### src/rtl/nubus_pkg.sv
// Shared NuBus definitions: slave data-phase states, acknowledge status codes
// and the transfer-size decode that both slave and master paths use.
package nubus_pkg;

  typedef enum logic [1:0] {
    S_IDLE,
    S_DATA,
    S_WAIT,
    S_ACK
  } state_t;

  // Status as driven on the active-low /TM1-/TM0 pair during ACK.
  localparam logic [1:0] ST_COMPLETE = 2'b00;
  localparam logic [1:0] ST_ERROR    = 2'b01;
  localparam logic [1:0] ST_TIMEOUT  = 2'b10;

  // Returns {err, be[3:0]} for the transfer-mode bit and the low address bits
  // (true polarity). Reserved size yields err with no lanes enabled.
  function automatic logic [4:0] size_decode(input logic tm0n, input logic [1:0] a);
    logic [4:0] r;
    r = 5'b1_0000;
    if (tm0n) begin
      r = {1'b0, 4'b0001 << a};
    end else begin
      case (a)
        2'b00:   r = 5'b0_1111;
        2'b10:   r = 5'b0_1100;
        2'b01:   r = 5'b0_0011;
        default: r = 5'b1_0000;
      endcase
    end
    return r;
  endfunction

endpackage

### src/rtl/nubus_be_decode.sv
// Combinational transfer-size decode to byte enables plus reserved-size error.
module nubus_be_decode
  import nubus_pkg::*;
(
  input  logic       tm0n,
  input  logic [1:0] a,
  output logic [3:0] be,
  output logic       err
);

  // Single source of truth lives in the package so the master path matches.
  assign {err, be} = size_decode(tm0n, a);

endmodule

### src/rtl/nubus_slave_dataphase.sv
// NuBus slave data-phase sequencer: captures the address cycle for this slot,
// issues one local memory request, bounds the wait, then drives the ACK cycle.
module nubus_slave_dataphase
  import nubus_pkg::*;
#(
  parameter int TIMEOUT = 255
) (
  input  logic        clk,
  input  logic        reset,
  input  logic        start_n,
  input  logic        ack_n,
  input  logic        tm1n,
  input  logic        tm0n,
  input  logic [31:0] ad_n,
  input  logic        myslot,
  input  logic        slave,
  output logic [31:0] mem_addr,
  output logic [3:0]  mem_be,
  output logic        mem_we,
  output logic        mem_req,
  output logic [31:0] mem_wdata,
  input  logic [31:0] mem_rdata,
  input  logic        mem_done,
  output logic        mem_ready,
  output logic        ack_out_n,
  output logic        ack_oe,
  output logic [1:0]  tm_out_n,
  output logic        tm_oe,
  output logic [31:0] ad_out_n,
  output logic        ad_oe
);

  localparam int            CW     = $clog2(TIMEOUT + 1);
  localparam logic [CW-1:0] TO_MAX = CW'(TIMEOUT);

  state_t        state, state_nx;
  logic [CW-1:0] cnt, cnt_nx, cnt_inc;
  logic          err, err_nx;
  logic [31:0]   ad;
  logic [3:0]    dec_be;
  logic          dec_err;

  logic [31:0] addr_nx, wdata_nx, ad_out_n_nx;
  logic [3:0]  be_nx;
  logic        we_nx, req_nx, ready_nx, ad_oe_nx;
  logic        go_ack;
  logic [1:0]  st;

  assign ad = ~ad_n;

  nubus_be_decode u_be_dec (
    .tm0n (tm0n),
    .a    (ad[1:0]),
    .be   (dec_be),
    .err  (dec_err)
  );

  // Next-state and next-output logic; every output is registered below.
  always_comb begin
    state_nx    = state;
    cnt_nx      = cnt;
    err_nx      = err;
    addr_nx     = mem_addr;
    be_nx       = mem_be;
    we_nx       = mem_we;
    wdata_nx    = mem_wdata;
    req_nx      = mem_req;
    ready_nx    = 1'b0;
    ad_oe_nx    = 1'b0;
    ad_out_n_nx = '1;
    go_ack      = 1'b0;
    st          = ST_COMPLETE;
    cnt_inc     = (cnt == TO_MAX) ? cnt : cnt + 1'b1;
    case (state)
      S_IDLE: begin
        if (!start_n && ack_n && myslot) begin
          addr_nx  = ad;
          we_nx    = tm1n;
          be_nx    = dec_be;
          err_nx   = dec_err;
          state_nx = S_DATA;
        end
      end
      S_DATA: begin
        wdata_nx = ad;
        req_nx   = !err;
        cnt_nx   = '0;
        state_nx = S_WAIT;
      end
      S_WAIT: begin
        if (!slave) begin
          // Controller abandoned the cycle: quietly return, no ACK.
          req_nx   = 1'b0;
          state_nx = S_IDLE;
        end else if (err) begin
          go_ack = 1'b1;
          st     = ST_ERROR;
        end else if (mem_done) begin
          // Done wins over a simultaneous timeout.
          req_nx = 1'b0;
          go_ack = 1'b1;
          st     = ST_COMPLETE;
          if (!mem_we) begin
            ad_oe_nx    = 1'b1;
            ad_out_n_nx = ~mem_rdata;
          end
        end else if (cnt_inc == TO_MAX) begin
          req_nx = 1'b0;
          go_ack = 1'b1;
          st     = ST_TIMEOUT;
        end else begin
          cnt_nx = cnt_inc;
        end
      end
      S_ACK: state_nx = S_IDLE;
      default: state_nx = S_IDLE;
    endcase
    if (go_ack) begin
      state_nx = S_ACK;
      ready_nx = 1'b1;
    end
  end

  // State and output registers; reset forces every bus driver off at once.
  always_ff @(posedge clk or posedge reset) begin
    if (reset) begin
      state     <= S_IDLE;
      cnt       <= '0;
      err       <= 1'b0;
      mem_addr  <= '0;
      mem_be    <= '0;
      mem_we    <= 1'b0;
      mem_wdata <= '0;
      mem_req   <= 1'b0;
      mem_ready <= 1'b0;
      ack_oe    <= 1'b0;
      ack_out_n <= 1'b1;
      tm_oe     <= 1'b0;
      tm_out_n  <= 2'b11;
      ad_oe     <= 1'b0;
      ad_out_n  <= '1;
    end else begin
      state     <= state_nx;
      cnt       <= cnt_nx;
      err       <= err_nx;
      mem_addr  <= addr_nx;
      mem_be    <= be_nx;
      mem_we    <= we_nx;
      mem_wdata <= wdata_nx;
      mem_req   <= req_nx;
      mem_ready <= ready_nx;
      ack_oe    <= go_ack;
      ack_out_n <= !go_ack;
      tm_oe     <= go_ack;
      tm_out_n  <= go_ack ? st : 2'b11;
      ad_oe     <= ad_oe_nx;
      ad_out_n  <= ad_out_n_nx;
    end
  end

endmodule

### config.mk
export PLATFORM = sky130hd
export DESIGN_NAME = nubus_slave_dataphase
export DESIGN_NICKNAME = d
export VERILOG_FILES = /design/src/rtl/nubus_pkg.sv /design/src/rtl/nubus_be_decode.sv /design/src/rtl/nubus_slave_dataphase.sv
export SDC_FILE = /design/constraint.sdc
export NUM_CORES = 1
export LEC_CHECK = 0
export ABC_AREA = 1
export CORE_MARGIN = 2
export CORE_UTILIZATION = 45
export DETAILED_ROUTE_END_ITERATION = 8
export PLACE_DENSITY = 0.79
export RECOVER_POWER = 50
export SKIP_CTS_REPAIR_TIMING = 1
export SYNTH_ARGS = -nofsm -noshare
export SYNTH_HDL_FRONTEND = slang
export SYNTH_HIERARCHICAL = 1
export SYNTH_SLANG_ARGS = --single-unit
export TNS_END_PERCENT = 100
### constraint.sdc
create_clock -name clk -period 11.3 [get_ports clk]
set_input_delay 2.26 -clock clk [delete_from_list [all_inputs] [get_ports clk]]
set_output_delay 2.26 -clock clk [all_outputs]
set_load 0.005 [all_outputs]
# == Yosys cells after proc, flatten, opt, wreduce, memory -nomap -nowiden ==
# Cells that the tools add are included.
# totals
ff_bits,119
latchBits,0
ram_bits,0
romBits,0
out_inout_bits,109
mem_count,0
# classes
order_cmp,0
multipliers,0
div_mod_pow,0
n_addsub,1
n_reduce_logical,12
n_shift,1
eq_ne,15
mux,39
bitwise,2
# op_table
operator,count
$mux 32,5
$not 32->32,2
$mux 8,5
$mux 2,9
$eq 8x8->1 const B,2
$pmux 8 s2,1
$mux 1,15
$pmux 5 s3,1
$ne 3x3->1 const B,3
$add 8x1->8 const B,1
$ne 2x2->1 const B,4
$pmux 2 s4,1
$eq 2x2->1 const B,3
$mux 5,1
$reduce_and 5->1,1
$eq 2x1->1 const B,2
$logic_not 2->1,2
$ne 4x4->1 const B,1
$reduce_and 2->1,2
$shl 1x2->4 const A,1
$logic_not 1->1,3
$reduce_and 3->1,1
$logic_and 1x1->1,2
$pmux 1 s2,1
$reduce_bool 2->1,1

# == Logic depth before layout (Yosys ltp) ==
# logic_depth
depth_word,10
ltp_mapped,15
depth_no_buf,15

# == Modules after synthesis ==
# Netlist, hierarchy kept.
# by_module_without_submodules
module,area_per_inst_um2,cells_per_inst,instances
nubus_slave_dataphase,4479.3,431,1
nubus_be_decode,46.3,11,1

# == Least setup slack after synthesis ==
# No wires, ideal clock.
# synth_path
path_kind,input to register
from,input port myslot
to,register mem_be[0]
arrival_ps,3171
setup_slack_ps,8005
path_stages,5
required_ps,11175
path_cell_list,nand2_1 nor2_1 nand2_1 clkbuf_1 mux2_2
# synth_between
elab_chain_cells,2
# synth_lines
item,line_no,rtl
start: declaration,nubus_slave_dataphase.sv:15,"input logic myslot,"
$logic_and 1x1->1,nubus_slave_dataphase.sv:76,if (!start_n && ack_n && myslot) begin
$reduce_and 2->1 (no line),n/a,
end signal: assignment,nubus_slave_dataphase.sv:147,mem_be <= be_nx;
end: declaration,nubus_slave_dataphase.sv:18,"output logic [3:0] mem_be,"
# No other way between the ends.
# A chain may end at the register's enable or synchronous reset.

==> impl_metrics.py <==
metrics = {
    "cells_and_area": {
        "multi_input_area_um2": 1344,
        "final_common_cell": "nand2_1",
        "seqCellArea_um2": 2997,
        "layout_common_cells": "nand2_1, clkdlybuf4s50_1, dfrtp_1, o21ai_0, dlygate4sd3_1",
        "stdcell_area_um2": 6989,
        "n_antenna_cell": 0,
        "final.fill_count": 739,
        "area_growth_syn_to_layout_pct": 54.44,
        "nets": 703,
        "drive_above_1_share": 0.1317,
    },
    "sta": {
        "slew_viol_final": 61,
        "layout_min_cycle_time_ns": 4.560,
        "setup_ws_ns": 6.740,
        "period_share": 0.4035,
        "finalClockSkew_ns": 0.009026,
        "finalSetupViolCount": 0,
        "worst_pin_slew_ns": 2.534,
        "rsz0062_at_grt": "false",
        "relSlewSlack": -0.6986,
        "tns_ns": 0,
        "hold_viol_final": 0,
        "fmax_mhz": 219.3,
    },
    "synth": {
        "yosysUniqueCellTypes": 28,
        "yosysSeqAreaShare": 0.6622,
        "yosys.area.top_type": "dfrtp_1",
        "syn_area_um2": 4526,
        "synth.top_cell.area_share": 0.4589,
        "synth.area.top_cells": "dfrtp_1, dfstp_2, nand2_1",
        "yosys_warnings": 6,
        "synth.net_count": 520,
        "avgSynthCellArea_um2": 10.24,
        "synth-seq-cells": 118,
        "synthCells": 442,
    },
    "grt": {
        "use_met3": 0.09148,
        "grt_overflow_total": 0,
        "grt-busiest-layer": "met2",
        "grt_pass1_vias": 3702,
        "antenna_found_initial": 0,
        "grt_pass1_wl_um": 18570,
        "globalRouteTotalUtil": 0.2183,
        "grtUsageMet1": 0.2554,
        "grt_max_degree": 72,
        "grtUsageMet2": 0.3543,
    },
    "floorplanning": {
        "die_w_um": 104.3,
        "ioPinCount": 182,
        "core_area_um2": 9774,
        "chipHeight_um": 104.3,
        "num_rows": 36,
        "fp.dieArea_um2": 10880,
        "initial_utilization": 0.4630,
    },
    "placed_design": {
        "dpl-instance-area_um2": 6450,
        "portBuffers": 181,
        "hpwlAfterDp_um": 8096,
        "gp_congestion": 0.8607,
        "pre_cts_ws_ns": 7.050,
    },
    "worst_setup_path": {
        "critPathKind": "primary input to asynchronous set/reset pin",
        "crit_fanout": 60,
        "timing.critical_path.to": "cnt[0]$_DFFE_PP0P_",
        "crit_arrival_ns": 5.12,
        "r2r_slack_ns": 8.97,
        "start_kind": "primary input",
        "ff2ff_path_depth": 6,
        "r2r_start": "state[0]$_DFFE_PP0P_",
        "cp.required_ns": 11.86,
        "critPathLaunch": "reset",
        "reg2reg_to": "ad_out_n[15]$_DFF_PP1_",
        "critPathCaptureType": "asynchronous set/reset pin",
    },
    "routing": {
        "route.vias.total": 3768,
        "initialDrtViolationCount": 131,
        "firstDrtPassIters": 4,
        "drtAntennaViolNets": 0,
        "viasPerCell": 4.887,
        "drt-total-wl_um": 11650,
        "detail_route.wl_per_cell_um": 15.11,
        "drc": 0,
    },
    "pwr": {
        "power_density_nw_per_um2": 239.3,
        "p_leak_nw": 3.131,
        "total_power_w": 0.001672,
        "vdd_drop_max_uv": 142.3,
    },
    "run_status": {
        "violations": "max-capacitance violations, max-slew violations",
        "outcome": "finished, violations left",
    },
    "clock_network": {
        "path_clk_slew_ns": 0.05,
        "clockBufferDepth": 2,
        "root_buffer": "clkbuf_8",
        "cts_max_level": 4,
        "clock_sinks": 118,
        "numCtsBuffers": 17,
        "clock_latency_ns": 0.52,
        "cts_tree": "yes",
    },
    "hold_path": {
        "min_path_type": "register to register",
    },
    "job": {
        "maxCapViolCount": 1,
    },
}
==> cells in the mapped netlist <==
master	n
mux2_2	5
a21oi_1	9
a22oi_1	1
nand2_2	3
nor3b_1	1
nand3_1	20
dfrtp_1	83
nand2_1	147
buf_4	2
nor2_1	11
inv_2	1
dfstp_2	35
o21bai_1	1
clkbuf_1	16
a21oi_2	1
nor2_4	2
nand2_4	2
nor4_2	1
nor2_2	2
o21ai_0	69
xnor2_1	1
inv_1	19
nand2_8	1
clkinv_1	1
xor2_1	1
buf_6	1
buf_1	1
ha_1	5
==> worst min-delay path by stage <==
| stage | from | end | slack (ns) | cells past startpoint |
|---|---|---|---|---|
| after detailed placement | mem_req$_DFFE_PP0P_ | mem_req$_DFFE_PP0P_ | 0.46 | 2 |
| final | mem_req$_DFFE_PP0P_ | mem_req$_DFFE_PP0P_ | 0.47 | 2 |
| after floorplan | cnt[7]$_DFFE_PP0P_ | cnt[7]$_DFFE_PP0P_ | 0.44 | 2 |
| after CTS | mem_req$_DFFE_PP0P_ | mem_req$_DFFE_PP0P_ | 0.47 | 2 |
| after global routing | mem_req$_DFFE_PP0P_ | mem_req$_DFFE_PP0P_ | 0.50 | 2 |
| after global placement | cnt[7]$_DFFE_PP0P_ | cnt[7]$_DFFE_PP0P_ | 0.46 | 2 |
==> cell families after synthesis <==
| kind of cell | Yosys count | synth area share |
|---|---|---|
| fa+ha+maj | 5 | 0.01382 |
| simple gates | 190 | 0.1789 |
| compound gates | 81 | 0.09151 |
| buf+inv | 41 | 0.03732 |
| xor+xnor | 2 | 0.003871 |
| flops | 118 | 0.6622 |
| mux | 5 | 0.01244 |
==> metal layers <==
metal,wire length (um),vias up
met2,5667,167
li1,-,1798
met1,4666,1784
met3,1069,19
met5,0,-
met4,246,0
==> final cells by class <==
| type | instances | area share |
|---|---|---|
| Clock buffer | 22 | 0.07250 |
| Timing Repair Buffer | 184 | 0.2619 |
| Multi-Input combinational cell | 283 | 0.1923 |
| Inverter | 21 | 0.01146 |
| Sequential cell | 118 | 0.4288 |
| Tap cell | 133 | 0.02381 |
| Clock inverter | 10 | 0.009309 |
==> report_power, final <==
part	switching, W	internal (W)
Combinational	0.000247	0.000286
Clock	0.000189	0.000313
Sequential	0.0000758	0.000561
Total	0.000512	0.00116
==> sequential cells by signal, summed over array words and instances, names as in the netlist, 2 cells and up <==
| name | count |
|---|---|
| state | 2 |
| mem_wdata | 32 |
| cnt | 8 |
| mem_be | 4 |
| ad_out_n | 32 |
| tm_out_n | 2 |
| mem_addr | 32 |
==> worst max-delay path, stage by stage <==
cell and delay, ns:
dlygate4sd3_1 0.55, clkinvlp_2 1.45, buf_4 0.82
==> stage by stage <==
step | hold slack [ns] | std cells | utilization
6_report | 0.4674 | 771 | 0.7151
3_5_place_dp | 0.4583 | 739 | 0.6599
4_1_cts | 0.4725 | 771 | 0.7184
3_3_place_gp | 0.4553 | 739 | 0.6599
5_1_grt | 0.4964 | 771 | 0.7151
2_1_floorplan | 0.4419 | 442 | -
(Power assumes the default switching activity.)
